`src/rtl/addr_scan_seq.sv`:
```
// Address scan sequencer feeding the 4-to-16 decoder: walks enabled addresses with a programmable dwell.
// Optional HOLD input (freezes the dwell) is enabled by defining ADDR_SCAN_SEQ_HOLD_EN.
module addr_scan_seq #(
  parameter int DWELL_W = 8
) (
  input  logic               clk,
  input  logic               rst_n,
`ifdef ADDR_SCAN_SEQ_HOLD_EN
  input  logic               hold,
`endif
  input  logic               start,
  input  logic               stop,
  input  logic               mode_cont,
  input  logic               dir,
  input  logic [DWELL_W-1:0] dwell,
  input  logic [15:0]        mask,
  output logic [3:0]         addr,
  output logic               valid,
  output logic               step,
  output logic               done,
  output logic               busy
);

  typedef enum logic {IDLE, DWELL} state_t;

  state_t             state, state_d;
  logic [3:0]         addr_d;
  logic               valid_d, step_d, done_d, busy_d;
  logic [DWELL_W-1:0] cnt, cnt_d;
  logic               mode_q, mode_d, dir_q, dir_d;
  logic [DWELL_W-1:0] dwell_q, dwell_d;
  logic [DWELL_W-1:0] load_val, reload_val;
  logic [5:0]         first_res, next_res;
  logic               hold_act;

  // Nearest enabled address strictly after cur in direction d; offset 16 lands back on cur.
  // Result is {found, wrapped, address}; wrapped is set when the search crossed the 15/0 end.
  function automatic logic [5:0] find_next(input logic [3:0] cur, input logic d,
                                           input logic [15:0] m);
    logic       found, wrapped;
    logic [3:0] nxt;
    logic [4:0] idx;
    found   = 1'b0;
    wrapped = 1'b0;
    nxt     = cur;
    for (int k = 1; k <= 16; k++) begin
      idx = d ? ({1'b0, cur} - 5'(k)) : ({1'b0, cur} + 5'(k));
      if (!found && m[idx[3:0]]) begin
        found   = 1'b1;
        wrapped = idx[4];
        nxt     = idx[3:0];
      end
    end
    return {found, wrapped, nxt};
  endfunction

`ifdef ADDR_SCAN_SEQ_HOLD_EN
  assign hold_act = hold;
`else
  assign hold_act = 1'b0;
`endif

  assign load_val   = (dwell == '0) ? DWELL_W'(1) : dwell;
  assign reload_val = (dwell_q == '0) ? DWELL_W'(1) : dwell_q;
  // Inclusive search from 0 (or 15) is a strict search starting one position before it.
  assign first_res  = find_next(dir ? 4'd0 : 4'd15, dir, mask);
  assign next_res   = find_next(addr, dir_q, mask);

  always_ff @(posedge clk or negedge rst_n) begin
    if (!rst_n) begin
      state   <= IDLE;
      addr    <= '0;
      valid   <= 1'b0;
      step    <= 1'b0;
      done    <= 1'b0;
      busy    <= 1'b0;
      cnt     <= '0;
      mode_q  <= 1'b0;
      dir_q   <= 1'b0;
      dwell_q <= '0;
    end else begin
      state   <= state_d;
      addr    <= addr_d;
      valid   <= valid_d;
      step    <= step_d;
      done    <= done_d;
      busy    <= busy_d;
      cnt     <= cnt_d;
      mode_q  <= mode_d;
      dir_q   <= dir_d;
      dwell_q <= dwell_d;
    end
  end

  always_comb begin
    state_d = state;
    addr_d  = addr;
    valid_d = valid;
    step_d  = 1'b0;
    done_d  = 1'b0;
    busy_d  = busy;
    cnt_d   = cnt;
    mode_d  = mode_q;
    dir_d   = dir_q;
    dwell_d = dwell_q;
    if (stop) begin
      state_d = IDLE;
      valid_d = 1'b0;
      busy_d  = 1'b0;
    end else begin
      case (state)
        IDLE: begin
          if (start) begin
            mode_d  = mode_cont;
            dir_d   = dir;
            dwell_d = dwell;
            if (first_res[5]) begin
              addr_d  = first_res[3:0];
              valid_d = 1'b1;
              busy_d  = 1'b1;
              step_d  = 1'b1;
              cnt_d   = load_val;
              state_d = DWELL;
            end else begin
              done_d = 1'b1;
            end
          end
        end
        DWELL: begin
          if (hold_act) begin
            cnt_d = cnt;
          end else if (cnt > DWELL_W'(1)) begin
            cnt_d = cnt - DWELL_W'(1);
          end else if (!next_res[5] || (next_res[4] && !mode_q)) begin
            done_d  = 1'b1;
            state_d = IDLE;
            valid_d = 1'b0;
            busy_d  = 1'b0;
          end else begin
            // A wrapped advance in continuous mode marks the pass boundary too.
            done_d = next_res[4];
            step_d = 1'b1;
            addr_d = next_res[3:0];
            cnt_d  = reload_val;
          end
        end
        default: state_d = IDLE;
      endcase
    end
  end

endmodule

```
`config.mk`:
```
export PLATFORM = sky130hd
export DESIGN_NAME = addr_scan_seq
export DESIGN_NICKNAME = d
export VERILOG_FILES = /design/src/rtl/addr_scan_seq.sv
export SDC_FILE = /design/constraint.sdc
export NUM_CORES = 1
export LEC_CHECK = 0
export ABC_CLOCK_PERIOD_IN_PS = 5900
export CAP_MARGIN = 20
export CORE_MARGIN = 1
export CORE_UTILIZATION = 61
export DETAILED_ROUTE_END_ITERATION = 12
export PLACE_DENSITY = 0.95
export SETUP_SLACK_MARGIN = 0.05
export SYNTH_ARGS = -nofsm -noshare
export SYNTH_HDL_FRONTEND = slang
export SYNTH_SLANG_ARGS = --single-unit
```
`constraint.sdc`:
```
create_clock -name clk -period 5.9 [get_ports clk]
set_clock_uncertainty 0.05 [all_clocks]
set_input_delay 0.885 -clock clk [delete_from_list [all_inputs] [get_ports clk]]
set_output_delay 0.885 -clock clk [all_outputs]
set_load 0.005 [all_outputs]
```
Word-level counts from Yosys, hierarchy flattened:

Cells that the tools add are included.
W data, S select, Z words.

* magnitude comparators: 33
* equality and inequality tests: 10
* reductions and logical operators: 70
* add/subtract/negate cells: 65
* muxes and demuxes: 210
* bitwise logic cells: 2

Operators with widths (number)
* $mux W4: 53
* $lt A4 B5 Y1 const B: 32
* $bmux W1 S4: 32
* $mux W1: 97
* $mux W5: 16
* $mux W8: 6
* $add A4 B4 Y5 const B: 8
* $sub A4 B4 Y5 const B: 8
* $add A4 B4 Y4 const B: 8
* $logic_not A1 Y1: 32
* $sub A4 B4 Y4 const B: 8
* $logic_and A1 B1 Y1: 31
* $add A4 B3 Y5 const B: 4
* $sub A4 B3 Y5 const B: 4
* $ne A17 B1 Y1 const B: 1
* $add A4 B3 Y4 const B: 4
* $logic_not A8 Y1: 2
* $pmux W8 S2: 1
* $sub A4 B3 Y4 const B: 4
* $ne A3 B3 Y1 const B: 4
* $add A4 B2 Y5 const B: 2
* $sub A4 B2 Y5 const B: 2
* $add A4 B1 Y4 const B: 2
* $add A4 B2 Y4 const B: 2
* other kinds (17): 27

* output and inout port bits: 8
* register bits after elaboration: 26
* bits of input ports: 30
* logic and storage cells: 399

Longest topological paths before layout:

* word-level depth: 56
* depth in mapped cells: 17
* gate-level depth less buffers: 13

Worst setup path before layout:

No wires, ideal clock.

* path type: flip-flop to flip-flop
* from: register dir_q
* to: register cnt[2]
* arrival: 4.513 ns
* setup time: 0.121 ns
* data required time: 5.729 ns
* slack: 1.216 ns
* stages on the path, launching flop included: 16
* clock period less this slack: 4.684 ns
* buffers on the path: 3
* path through: dfrtp_1 > clkbuf_1 > clkinv_1 > fa_1 > buf_1 > mux2i_1 > mux2i_1 > a21boi_1 > nor2_1 > a221o_1 > or3_1 > a41o_1 > a211o_4 > and2_4 > buf_6 > a22o_1

* cells in the longest elaborated chain, start to end: 53
* elaborated cells between the ends (all ways): 115
* those cells by class: eq/ne: 1; mux: 80; reduce/logical: 34

Ends and longest elaborated chain
* from (decl): line 30 `logic mode_q, mode_d, dir_q, dir_d;`
* from (signal assigned): line 90 `dir_q <= dir_d;`
* $mux W5: line 47 `idx = d ? ({1'b0, cur} - 5'(k)) : ({1'b0, cur} + 5'(k));`
* $bmux W1 S4: line 48 `if (!found && m[idx[3:0]]) begin`
* $mux W1 (implied by the code): line 48
* $mux W1: line 48
* $logic_not A1 Y1: line 48
* $logic_and A1 B1 Y1: line 48
* $mux W1: line 48
* $logic_not A1 Y1: line 48
* (+37 left out)
* $mux W1: line 48
* $logic_not A1 Y1: line 48
* $logic_and A1 B1 Y1: line 48
* $mux W1: line 48
* $logic_not A1 Y1 / $logic_and A1 B1 Y1 (equally long branches): line 134 `end else if (!next_res[5] || (next_res[4] && !mode_q)) begin`
* $logic_or A1 B1 Y1 *: line 134
* $ne A3 B3 Y1 (no source line) *
* $reduce_and A4 Y1 (no source line) *
* to (signal assigned): line 88 `cnt <= cnt_d;`
* to (decl): line 29 `logic [DWELL_W-1:0] cnt, cnt_d;`

Mark *: on every way between the ends. The rest lies on a longest branch, timed or not. The select of a mux whose other input is x is not followed.
A chain may end at the register's enable or synchronous reset.

Worst setup path after layout:

* from: register addr[2]
* to: register cnt[2]

* cells in the longest elaborated chain, start to end: 54
* elaborated cells between the ends (all ways): 147
* those cells by class: add/sub: 32; eq/ne: 1; mux: 80; reduce/logical: 34

Ends and longest elaborated chain
* from (decl): line 17 `output logic [3:0] addr,`
* from (signal assigned): line 83 `addr <= addr_d;`
* $add A4 B1 Y5 / $sub A4 B1 Y5 (equally long branches): line 47
* $mux W5: line 47
* $bmux W1 S4: line 48
* $mux W1 (implied by the code): line 48
* $mux W1: line 48
* $logic_not A1 Y1: line 48
* $logic_and A1 B1 Y1: line 48
* $mux W1: line 48
* (+38 left out)
* $mux W1: line 48
* $logic_not A1 Y1: line 48
* $logic_and A1 B1 Y1: line 48
* $mux W1: line 48
* $logic_not A1 Y1 / $logic_and A1 B1 Y1 (equally long branches): line 134
* $logic_or A1 B1 Y1 *: line 134
* $ne A3 B3 Y1 (no source line) *
* $reduce_and A4 Y1 (no source line) *

Marked as above.

==> results_dict.tcl <==
set metrics [dict create \
    max_freq_mhz 188 \
    clk_pin_slew_worst_paths_ns 0.10 \
    syn_avg_cell_area_sq_um 7.76 \
    dp_hpwl_um 12000 \
    crit_path_cell_trace "clkinv_1, fa_1, xor2_1, mux2_2, nand2_1, o21a_1, nand2_1, nor4_4, o311ai_1, a41o_1, a211o_4, and2_4, a22o_1" \
    fin_nets 663 \
    synth_area_leaders "dfrtp_1 14%, mux4_2 7.3%, mux2i_1 7.1%" \
    cts_buffer_depth 2 \
    crit_path_max_fanout 11 \
    reg2reg_slack_ns 0.58 \
    place_congestion 1.01 \
    multi_input_area_sq_mm 0.00375 \
    cts_tree "yes" \
    fin_cells 716 \
    crit_path_end_kind "register" \
    grt_overflow 0 \
    chipWidth_um 89.2 \
    antenna_found_initial 0 \
    clk_latency_ns 0.28 \
    synth_top_cell_by_area "dfrtp_1" \
    syn_area_sq_mm 0.00464 \
    seq_area_frac_synth_pct 14.0 \
    ys.flop_type "dfrtp_1" \
    min_from "dwell_q[0]" \
    setup_viol 0 \
    die_area_sq_mm 0.00796 \
    crit_path_frequent_cell "nand2_1" \
    antenna_left 0 \
    syn_nets 643 \
    drtIter0Drc 555 \
    async_flop_share_pct 100 \
    cp.required_ns 6.03 \
    rsz0062_at_grt "no" \
    die_h_um 89.2 \
    drt_wl_total_um 15900 \
    r2r_cells 13 \
    critical_path_arrival_ns 5.44 \
    regArea_sq_um 651 \
    cts_sinks 26 \
    place_area_sq_mm 0.00507 \
    startpoint_type "register" \
    whs_endpoint "dwell_q[0]" \
    layout_commonest_cell "nor2_1" \
    post-route-cell-area_sq_mm 0.00517 \
    tightest_slew_ns 0.899 \
    placedCellCount 711 \
    cts_setup_buffers 0 \
    num_vias 5126 \
    routedWlPerCell_um 22.2 \
    grt_pass1_vias 4638 \
    synth_cell_types 78 \
    synthCells 598 \
    whs_ns 0.490 \
    cp_slowest_cell "nor4_4" \
    ioPinCount 38 \
    synth_enable_flop_cells 0 \
    timing.rr.end "cnt[2]" \
    worstHoldPathCells 1 \
    vias_per_cell 7.16 \
    final_cell_mix "70 x nor2_1, 50 x a21oi_1, 46 x nand2_1" \
    max_slew_margin_pct 39.8 \
    crit_type "register to register" \
    ys_ff_latch 26 \
    drc 0 \
    drive_gt1_share_pct 13.0 \
    cts_root_buf "clkbuf_8" \
    start_util_pct 63.6 \
    outcome "completed" \
    hold_class "register to register" \
    grt_pass1_wl_um 24300 \
    finalMaxSlewViolations 0 \
    yosys.area.top_type_share_pct 14.0 \
    drtPass1Iterations 5 \
    num-fill-cells 611 \
    final.setup.tns_ns 0 \
    ys_warn_count 0 \
    antenna_cells 0 \
    fin_crit_sh_pct 90.1 \
    finalWorstPathRequiredPeriod_ns 5.32 \
    core-area_sq_mm 0.00729 \
    grt_max_degree 36 \
    final-hold-violation-count 0 \
    r2r_start "addr[2]" \
    fp-row-count 31 \
    port_buffers 37 \
    hold_buffers 0 \
    max_cap_violations 0 \
    cts_resized 0 \
    area_growth_pct 11.4 \
    grt_usage_pct 40.4 \
    cts_made_buffers 3 \
    cts_htree_levels 1 \
    cp_slowest_stage_delay_ns 0.64 \
]
==> kinds of logic after synthesis <==
| kind of cell | count (synthesis) | synth area share (%) |
|---|---|---|
| XOR/XNOR | 22 | 4.48 |
| buffers and inverters | 57 | 5.18 |
| flip-flops | 26 | 14.0 |
| AND/OR/NAND/NOR | 217 | 22.8 |
| AO/OA/AOI/OAI | 186 | 27.3 |
| adder cells (fa/ha/maj) | 15 | 5.02 |
| multiplexers | 75 | 21.2 |
==> layer usage <==
metal  share of wire [%]  routed length (um)  GRT usage, %  up-vias
met5                   0                   0             0        -
li1                    -                   -             -     2292
met1                  39                6180          52.1     2419
met3                 7.8                1240          5.54       81
met4                 5.7                 897          20.9        0
met2                  48                7560          66.4      334
==> worst max-delay path by stage <==
stage,start,end,slack [ns],cells past startpoint
after CTS,addr[2],cnt[2],0.73,13
final,addr[2],cnt[2],0.58,13
after floorplan,dir_q,cnt[2],1.22,15
after detailed placement,addr[2],cnt[2],0.74,13
after global placement,addr[1],cnt[2],0.91,13
after global routing,addr[2],cnt[2],0.34,13
==> per-stage QoR <==
step,util [%],setup slack (ns)
2_1_floorplan,-,1.22
3_3_place_gp,69.5,0.909
3_5_place_dp,69.5,0.740
4_1_cts,70.5,0.726
5_1_grt,70.9,0.343
6_report,70.9,0.581
==> critical path: cells and delay by family (launching register included) <==
family | cells | cell delay (ns)
AOI/OAI and AO/OA | 5 | 1.53
xor gates and xnor gates | 1 | 0.38
adders and majority gates | 1 | 0.60
and+or+nand+nor | 4 | 1.11
buffers and inverters | 1 | 0.49
muxes | 1 | 0.41
DFF | 1 | 0.63
==> state kept, by name, indices dropped and copies added (netlist names) <==
| signal | cells |
|---|---|
| mode_q | 1 |
| dwell_q | 8 |
| state | 1 |
| dir_q | 1 |
| cnt | 8 |
| step | 1 |
| done | 1 |
| busy | 1 |
| addr | 4 |
==> Yosys cell counts, types with 4 or more instances <==
cell type and instances:
nor3_1 20, ha_1 9, a31oi_1 8, nand2_1 46, mux2i_1 33, mux2_2 24, a21o_1 5, nand3_1 25
xnor2_1 18, a22o_1 8, clkbuf_1 25, o22a_1 4, o32ai_1 5, nor4_1 8, o31ai_1 7, or2_2 5
a21oi_1 50, fa_1 6, o21ai_0 33, dfrtp_1 26, or3_1 7, o211ai_1 7, nor2_1 70, nor2b_1 6
buf_2 6, o21a_1 4, mux4_2 15, o22ai_1 7, a211oi_1 4, inv_1 16, nand2b_1 7
==> cell type report <==
cell class              count  share of cell area, %
clock inverters             1                  0.581
clock buffers               3                  0.799
multi-input cells         515                   72.5
flip-flops and latches     26                   12.6
inverters                  21                   1.53
well taps                  99                   2.40
repair buffers             51                   9.59
Power is left out: the tool's default activity adds up to more than one toggle a clock period on the data nets, which glitch-free logic cannot reach.
